## src/rtl/reaction_timer_core.sv

```systemverilog
// Reaction-time tester core: random hold-off delay, go-lamp, per-player ms timing,
// early-press foul detection, lowest-index arbitration and slow-round timeout.
module reaction_timer_core #(
  parameter int unsigned CLK_HZ       = 50000000,
  parameter int unsigned N_PLAYERS    = 2,
  parameter int unsigned MIN_DELAY_MS = 2000,
  parameter int unsigned SPAN_LOG2    = 12,
  parameter int unsigned MS_W         = 14,
  parameter int unsigned TIMEOUT_MS   = 9999,
  parameter logic [15:0] LFSR_SEED    = 16'hACE1
) (
  input  logic                 clk_50M,
  input  logic                 clear,
  input  logic                 start,
  input  logic [N_PLAYERS-1:0] stop,
  output logic                 led,
  output logic [2:0]           state,
  output logic [MS_W-1:0]      react_ms,
  output logic [2:0]           winner,
  output logic [N_PLAYERS-1:0] foul,
  output logic                 done
);

  localparam int unsigned PRESC_DIV = CLK_HZ / 1000;
  localparam int unsigned PRESC_W   = $clog2(PRESC_DIV);
  localparam int unsigned DLY_W     = $clog2(MIN_DELAY_MS + (1 << SPAN_LOG2));

  typedef enum logic [2:0] {
    S_IDLE    = 3'd0,
    S_WAIT    = 3'd1,
    S_ARMED   = 3'd2,
    S_DONE    = 3'd3,
    S_FOUL    = 3'd4,
    S_TIMEOUT = 3'd5
  } state_t;

  state_t               fsm;
  logic                 start_q;
  logic [N_PLAYERS-1:0] stop_q;
  logic                 start_rise;
  logic [N_PLAYERS-1:0] stop_rise;
  logic                 any_stop;
  logic [15:0]          lfsr;
  logic                 lfsr_fb;
  logic [PRESC_W-1:0]   presc;
  logic                 tick;
  logic [DLY_W-1:0]     dly_cnt;
  logic [DLY_W-1:0]     dly_next;
  logic [DLY_W-1:0]     dly_target;
  logic [DLY_W-1:0]     next_target;
  logic [2:0]           first_idx;
  logic                 idle_like;
  logic                 round_go;
  logic                 wait_tick;
  logic                 wait_foul;
  logic                 wait_expire;
  logic                 armed_stop;
  logic                 armed_tick;
  logic                 armed_timeout;

  assign start_rise = start & ~start_q;
  assign stop_rise  = stop & ~stop_q;
  assign any_stop   = |stop_rise;

  assign lfsr_fb     = lfsr[15] ^ lfsr[13] ^ lfsr[12] ^ lfsr[10];
  assign tick        = (presc == PRESC_W'(PRESC_DIV - 1));
  assign dly_next    = dly_cnt + DLY_W'(1);
  assign next_target = DLY_W'(MIN_DELAY_MS) + DLY_W'(lfsr[SPAN_LOG2-1:0]);

  // Round events; a stop rise always outranks the same-cycle tick.
  assign idle_like     = (fsm == S_IDLE) || (fsm == S_DONE) ||
                         (fsm == S_FOUL) || (fsm == S_TIMEOUT);
  assign round_go      = idle_like && start_rise;
  assign wait_foul     = (fsm == S_WAIT) && any_stop;
  assign wait_tick     = (fsm == S_WAIT) && !any_stop && tick;
  assign wait_expire   = wait_tick && (dly_next == dly_target);
  assign armed_stop    = (fsm == S_ARMED) && any_stop;
  assign armed_tick    = (fsm == S_ARMED) && !any_stop && tick;
  assign armed_timeout = armed_tick && (react_ms == MS_W'(TIMEOUT_MS));

  // Lowest-index player among simultaneous rises wins.
  always_comb begin
    first_idx = 3'd0;
    for (int i = int'(N_PLAYERS) - 1; i >= 0; i--) begin
      if (stop_rise[i]) first_idx = 3'(i);
    end
  end

  // Edge history starts high so buttons held through reset stay silent.
  always_ff @(posedge clk_50M) begin
    if (clear) begin
      start_q <= 1'b1;
      stop_q  <= '1;
    end else begin
      start_q <= start;
      stop_q  <= stop;
    end
  end

  always_ff @(posedge clk_50M) begin
    if (clear) lfsr <= LFSR_SEED;
    else       lfsr <= {lfsr[14:0], lfsr_fb};
  end

  // ms timebase, realigned whenever a timed phase begins.
  always_ff @(posedge clk_50M) begin
    if (clear || round_go || wait_expire || tick) presc <= '0;
    else                                          presc <= presc + PRESC_W'(1);
  end

  always_ff @(posedge clk_50M) begin
    if (clear) begin
      dly_cnt    <= '0;
      dly_target <= '0;
    end else if (round_go) begin
      dly_cnt    <= '0;
      dly_target <= next_target;
    end else if (wait_tick) begin
      dly_cnt    <= dly_next;
    end
  end

  always_ff @(posedge clk_50M) begin
    if (clear) begin
      fsm      <= S_IDLE;
      led      <= 1'b0;
      react_ms <= '0;
      winner   <= 3'd0;
      foul     <= '0;
      done     <= 1'b0;
    end else begin
      done <= 1'b0;
      unique case (fsm)
        S_IDLE, S_DONE, S_FOUL, S_TIMEOUT: begin
          if (round_go) begin
            fsm      <= S_WAIT;
            react_ms <= '0;
            winner   <= 3'd0;
            foul     <= '0;
          end
        end
        S_WAIT: begin
          if (wait_foul) begin
            fsm  <= S_FOUL;
            foul <= stop_rise;
            done <= 1'b1;
          end else if (wait_expire) begin
            fsm <= S_ARMED;
            led <= 1'b1;
          end
        end
        S_ARMED: begin
          if (armed_stop) begin
            fsm    <= S_DONE;
            led    <= 1'b0;
            winner <= first_idx;
            done   <= 1'b1;
          end else if (armed_timeout) begin
            fsm  <= S_TIMEOUT;
            led  <= 1'b0;
            done <= 1'b1;
          end else if (armed_tick) begin
            react_ms <= react_ms + MS_W'(1);
          end
        end
        default: begin
          fsm <= S_IDLE;
          led <= 1'b0;
        end
      endcase
    end
  end

  assign state = fsm;

endmodule

```

## config.mk

```make
export PLATFORM = sky130hd
export DESIGN_NAME = reaction_timer_core
export DESIGN_NICKNAME = d
export VERILOG_FILES = /design/src/rtl/reaction_timer_core.sv
export SDC_FILE = /design/constraint.sdc
export NUM_CORES = 1
export LEC_CHECK = 0
export BUFFER_PORTS_ARGS = -buffer_cell sky130_fd_sc_hd__buf_2
export CAP_MARGIN = 15
export CORE_ASPECT_RATIO = 0.75
export CORE_MARGIN = 10
export CORE_UTILIZATION = 25
export DETAILED_ROUTE_END_ITERATION = 12
export PLACE_DENSITY_LB_ADDON = 0.25
export SYNTH_ARGS = -nofsm -noshare
export SYNTH_HDL_FRONTEND = slang
export SYNTH_SLANG_ARGS = --single-unit
```

## constraint.sdc

```tcl
create_clock -name clk_50M -period 2.6 [get_ports clk_50M]
set_input_delay 0.13 -clock clk_50M [delete_from_list [all_inputs] [get_ports clk_50M]]
set_output_delay 0.13 -clock clk_50M [all_outputs]
set_load 0.1 [all_outputs]
```

==> impl_metrics.env <==
export IMPL_nNetsFinal=475
export IMPL_viasPerCell=4.48
export IMPL_leakage_nw=1.58
export IMPL_drcViolationCount=0
export IMPL_initial_core_util_pct=25.5
export IMPL_post_drt_wl_per_cell_um=12.9
export IMPL_fin_tns_setup_ps=0
export IMPL_rsz0062_at_grt="false"
export IMPL_clkTransAtPathRegs_ps=70
export IMPL_hold_violations=0
export IMPL_final_common_cell="dfxtp_1"
export IMPL_slowest_delay_ps=570
export IMPL_synthDistinctLibCells=56
export IMPL_placement_io_buffers=26
export IMPL_critPathCaptureType="flip-flop"
export IMPL_grt_pass1_vias=2753
export IMPL_cts_inserted_buffers=9
export IMPL_die_area_mm2=0.0210
export IMPL_async_flop_share_pct=0
export IMPL_cts_root_buf="clkbuf_16"
export IMPL_yosysWarnings=0
export IMPL_fin_crit_ps=2380
export IMPL_drtIter0Drc=232
export IMPL_firstDrtPassIters=4
export IMPL_tritoncts="yes"
export IMPL_grt_max_degree=43
export IMPL_crit_type="flip-flop to flip-flop"
export IMPL_setup_violations=0
export IMPL_die_w_um=164
export IMPL_max_freq_mhz=419
export IMPL_hold_class="input pin to flip-flop"
export IMPL_mostFrequentLayoutCells="dfxtp_1 (77), nor2_1 (63), xnor2_1 (42)"
export IMPL_core_mm2=0.0152
export IMPL_critPathMaxFanout=7
export IMPL_place_gp_congestion=0.853
export IMPL_avgSynthCellArea_um2=8.75
export IMPL_fillers=1603
export IMPL_period_share_pct=91.7
export IMPL_worstPathBufferInverterCount=0
export IMPL_crit_chain="ha_1 -> nand3_1 -> nor4b_2 -> a211o_1 -> a31oi_1 -> or4_4 -> a221oi_2"
export IMPL_antenna_found_initial=0
export IMPL_status="complete, no violations"
export IMPL_clock_path_buffers=2
export IMPL_arrival_ps=2640
export IMPL_critPathTopFamily="simple AND/OR/NAND/NOR gates"
export IMPL_ys_seq_elements=83
export IMPL_r2r_cells=7
export IMPL_cts_sinks=83
export IMPL_synth_edf_count=0
export IMPL_syn_inst=444
export IMPL_cp_num_cells=7
export IMPL_io_pin_count=29
export IMPL_row_count=39
export IMPL_worst_hold_slack_ps=14.5
export IMPL_syn_area_mm2=0.00388
export IMPL_slew_violations=0
export IMPL_grt_pass1_wl_um=14500
export IMPL_vias=3024
export IMPL_slowest_stage="or4_4"
export IMPL_area_growth_pct=16.8
export IMPL_cts_htree_levels=3
export IMPL_min_delay_path_depth=2
export IMPL_ant_nets=0
export IMPL_overflow=0
export IMPL_start_kind="flip-flop"
export IMPL_cp_required_ps=2850
export IMPL_vdd_drop_max_uv=314
export IMPL_max_cap_violations=0
export IMPL_finClkSkew_ps=10.2
export IMPL_maxSlewHeadroom_pct=53.5
export IMPL_antenna_cells=0
export IMPL_detailed_place_hpwl_um=6340
export IMPL_synth_flop_cell="dfxtp_1"
export IMPL_dieHeight_um=128
export IMPL_grt_total_usage_pct=8.54
export IMPL_clk_latency_ps=340
export IMPL_power_density_mw_per_mm2=631
export IMPL_worstMarginPinSlew_ps=697
export IMPL_drive_above_1_share_pct=16.0
export IMPL_post_cts_buffers=0
export IMPL_drt_wl_total_um=8680
export IMPL_yosysSeqAreaShare_pct=42.8
[final cells by class]
| class | instances | area (um2) | share of cell area (%) |
|---|---|---|---|
| Multi-Input combinational cell | 331 | 2090 | 46.2 |
| Inverter | 8 | 30.0 | 0.662 |
| Timing Repair Buffer | 33 | 188 | 4.14 |
| Clock inverter | 5 | 61.3 | 1.35 |
| Sequential cell | 83 | 1670 | 36.8 |
| Tap cell | 205 | 256 | 5.65 |
| Clock buffer | 10 | 239 | 5.27 |
[cell usage after synthesis (3+ instances only)]
| master | count | area (um2) |
|---|---|---|
| nor3_1 | 10 | 50.1 |
| clkbuf_1 | 12 | 45.0 |
| nor2b_1 | 12 | 75.1 |
| buf_4 | 4 | 30.0 |
| nand2b_1 | 6 | 37.5 |
| dfxtp_1 | 83 | 1660 |
| buf_2 | 6 | 30.0 |
| a211oi_1 | 15 | 113 |
| and3_1 | 9 | 56.3 |
| a21oi_1 | 16 | 80.1 |
| o21ai_0 | 8 | 40.0 |
| xor2_1 | 18 | 158 |
| or3_1 | 5 | 31.3 |
| nor2_1 | 63 | 236 |
| nor4_1 | 6 | 37.5 |
| nand3_1 | 16 | 80.1 |
| a31oi_1 | 4 | 25.0 |
| nand2_1 | 38 | 143 |
| inv_1 | 8 | 30.0 |
| or2_2 | 10 | 62.6 |
| nand4_1 | 6 | 37.5 |
| ha_1 | 4 | 50.1 |
| and4_1 | 3 | 26.3 |
| xnor2_1 | 42 | 368 |
[final timing paths]
path / start / end / slack (ps)
setup / recovery: dly_cnt[0] / led / 220
hold / removal: stop[0] / stop_q[0] / 10
setup reg to reg: dly_cnt[0] / led / 220
hold reg to reg: lfsr[14] / lfsr[15] / 410
[flip-flops by register name (all words and copies together) (netlist names)]
name	count
foul	2
led	1
dly_target	13
done	1
start_q	1
stop_q	2
react_ms	14
presc	16
dly_cnt	13
lfsr	16
state	3
winner	1
[worst register-to-register path: cells and delay by family (launching register included)]
kind | cells | cell delay, ps
DFF | 1 | 470
adders and majority gates | 1 | 300
and+or+nand+nor | 3 | 1090
AOI/OAI and AO/OA | 3 | 450
[layer usage]
metal / global-route usage (%) / wire length [um] / vias up / part of all wire (%)
li1: - / - / 1578 / -
met1: 12.5 / 4760 / 1390 / 55
met2: 11.2 / 3470 / 52 / 40
met3: 3.02 / 395 / 4 / 4.6
met4: 2.57 / 44 / 0 / 0.51
met5: 0 / 0 / - / 0
[where the power goes]
part / switching, mW / total (mW) / leakage [nW] / internal (mW)
combinational: 0.152 / 0.224 / 0.749 / 0.0716
sequential: 0.0335 / 1.35 / 0.679 / 1.31
clock: 0.524 / 1.29 / 0.149 / 0.770
total: 0.710 / 2.86 / 1.58 / 2.15
[stage by stage]
step,area (um2),cells,total power [mW],util (%),setup WS (ps)
after floorplan,3900,445,1.55,-,88.3
after global placement,4210,658,1.60,27.7,274
after detailed placement,4210,658,1.60,27.7,206
after CTS,4530,675,2.91,29.8,185
after global routing,4540,675,2.99,29.8,37.4
final,4540,675,2.86,29.8,216
[kinds of logic (layout without fill, tap and decap cells)]
family / count (synthesis) / in the layout / synth area share, %
AO/OA/AOI/OAI: 60 / 60 / 11.0
flip-flops: 83 / 83 / 42.8
buffers and inverters: 31 / 56 / 3.57
other: 1 / 2 / 0.0965
multiplexers: 1 / 1 / 0.258
AND/OR/NAND/NOR: 204 / 204 / 27.5
XOR/XNOR: 60 / 60 / 13.5
adder cells (fa/ha/maj): 4 / 4 / 1.29
[timing repair]
action                                  4_1_cts  5_1_grt
endpoints found under the hold margin         2        0
hold buffers                                  2        0
endpoints found under the setup margin        0        3
gates resized for setup                       0        1
Power figures use the tool's default switching activity.
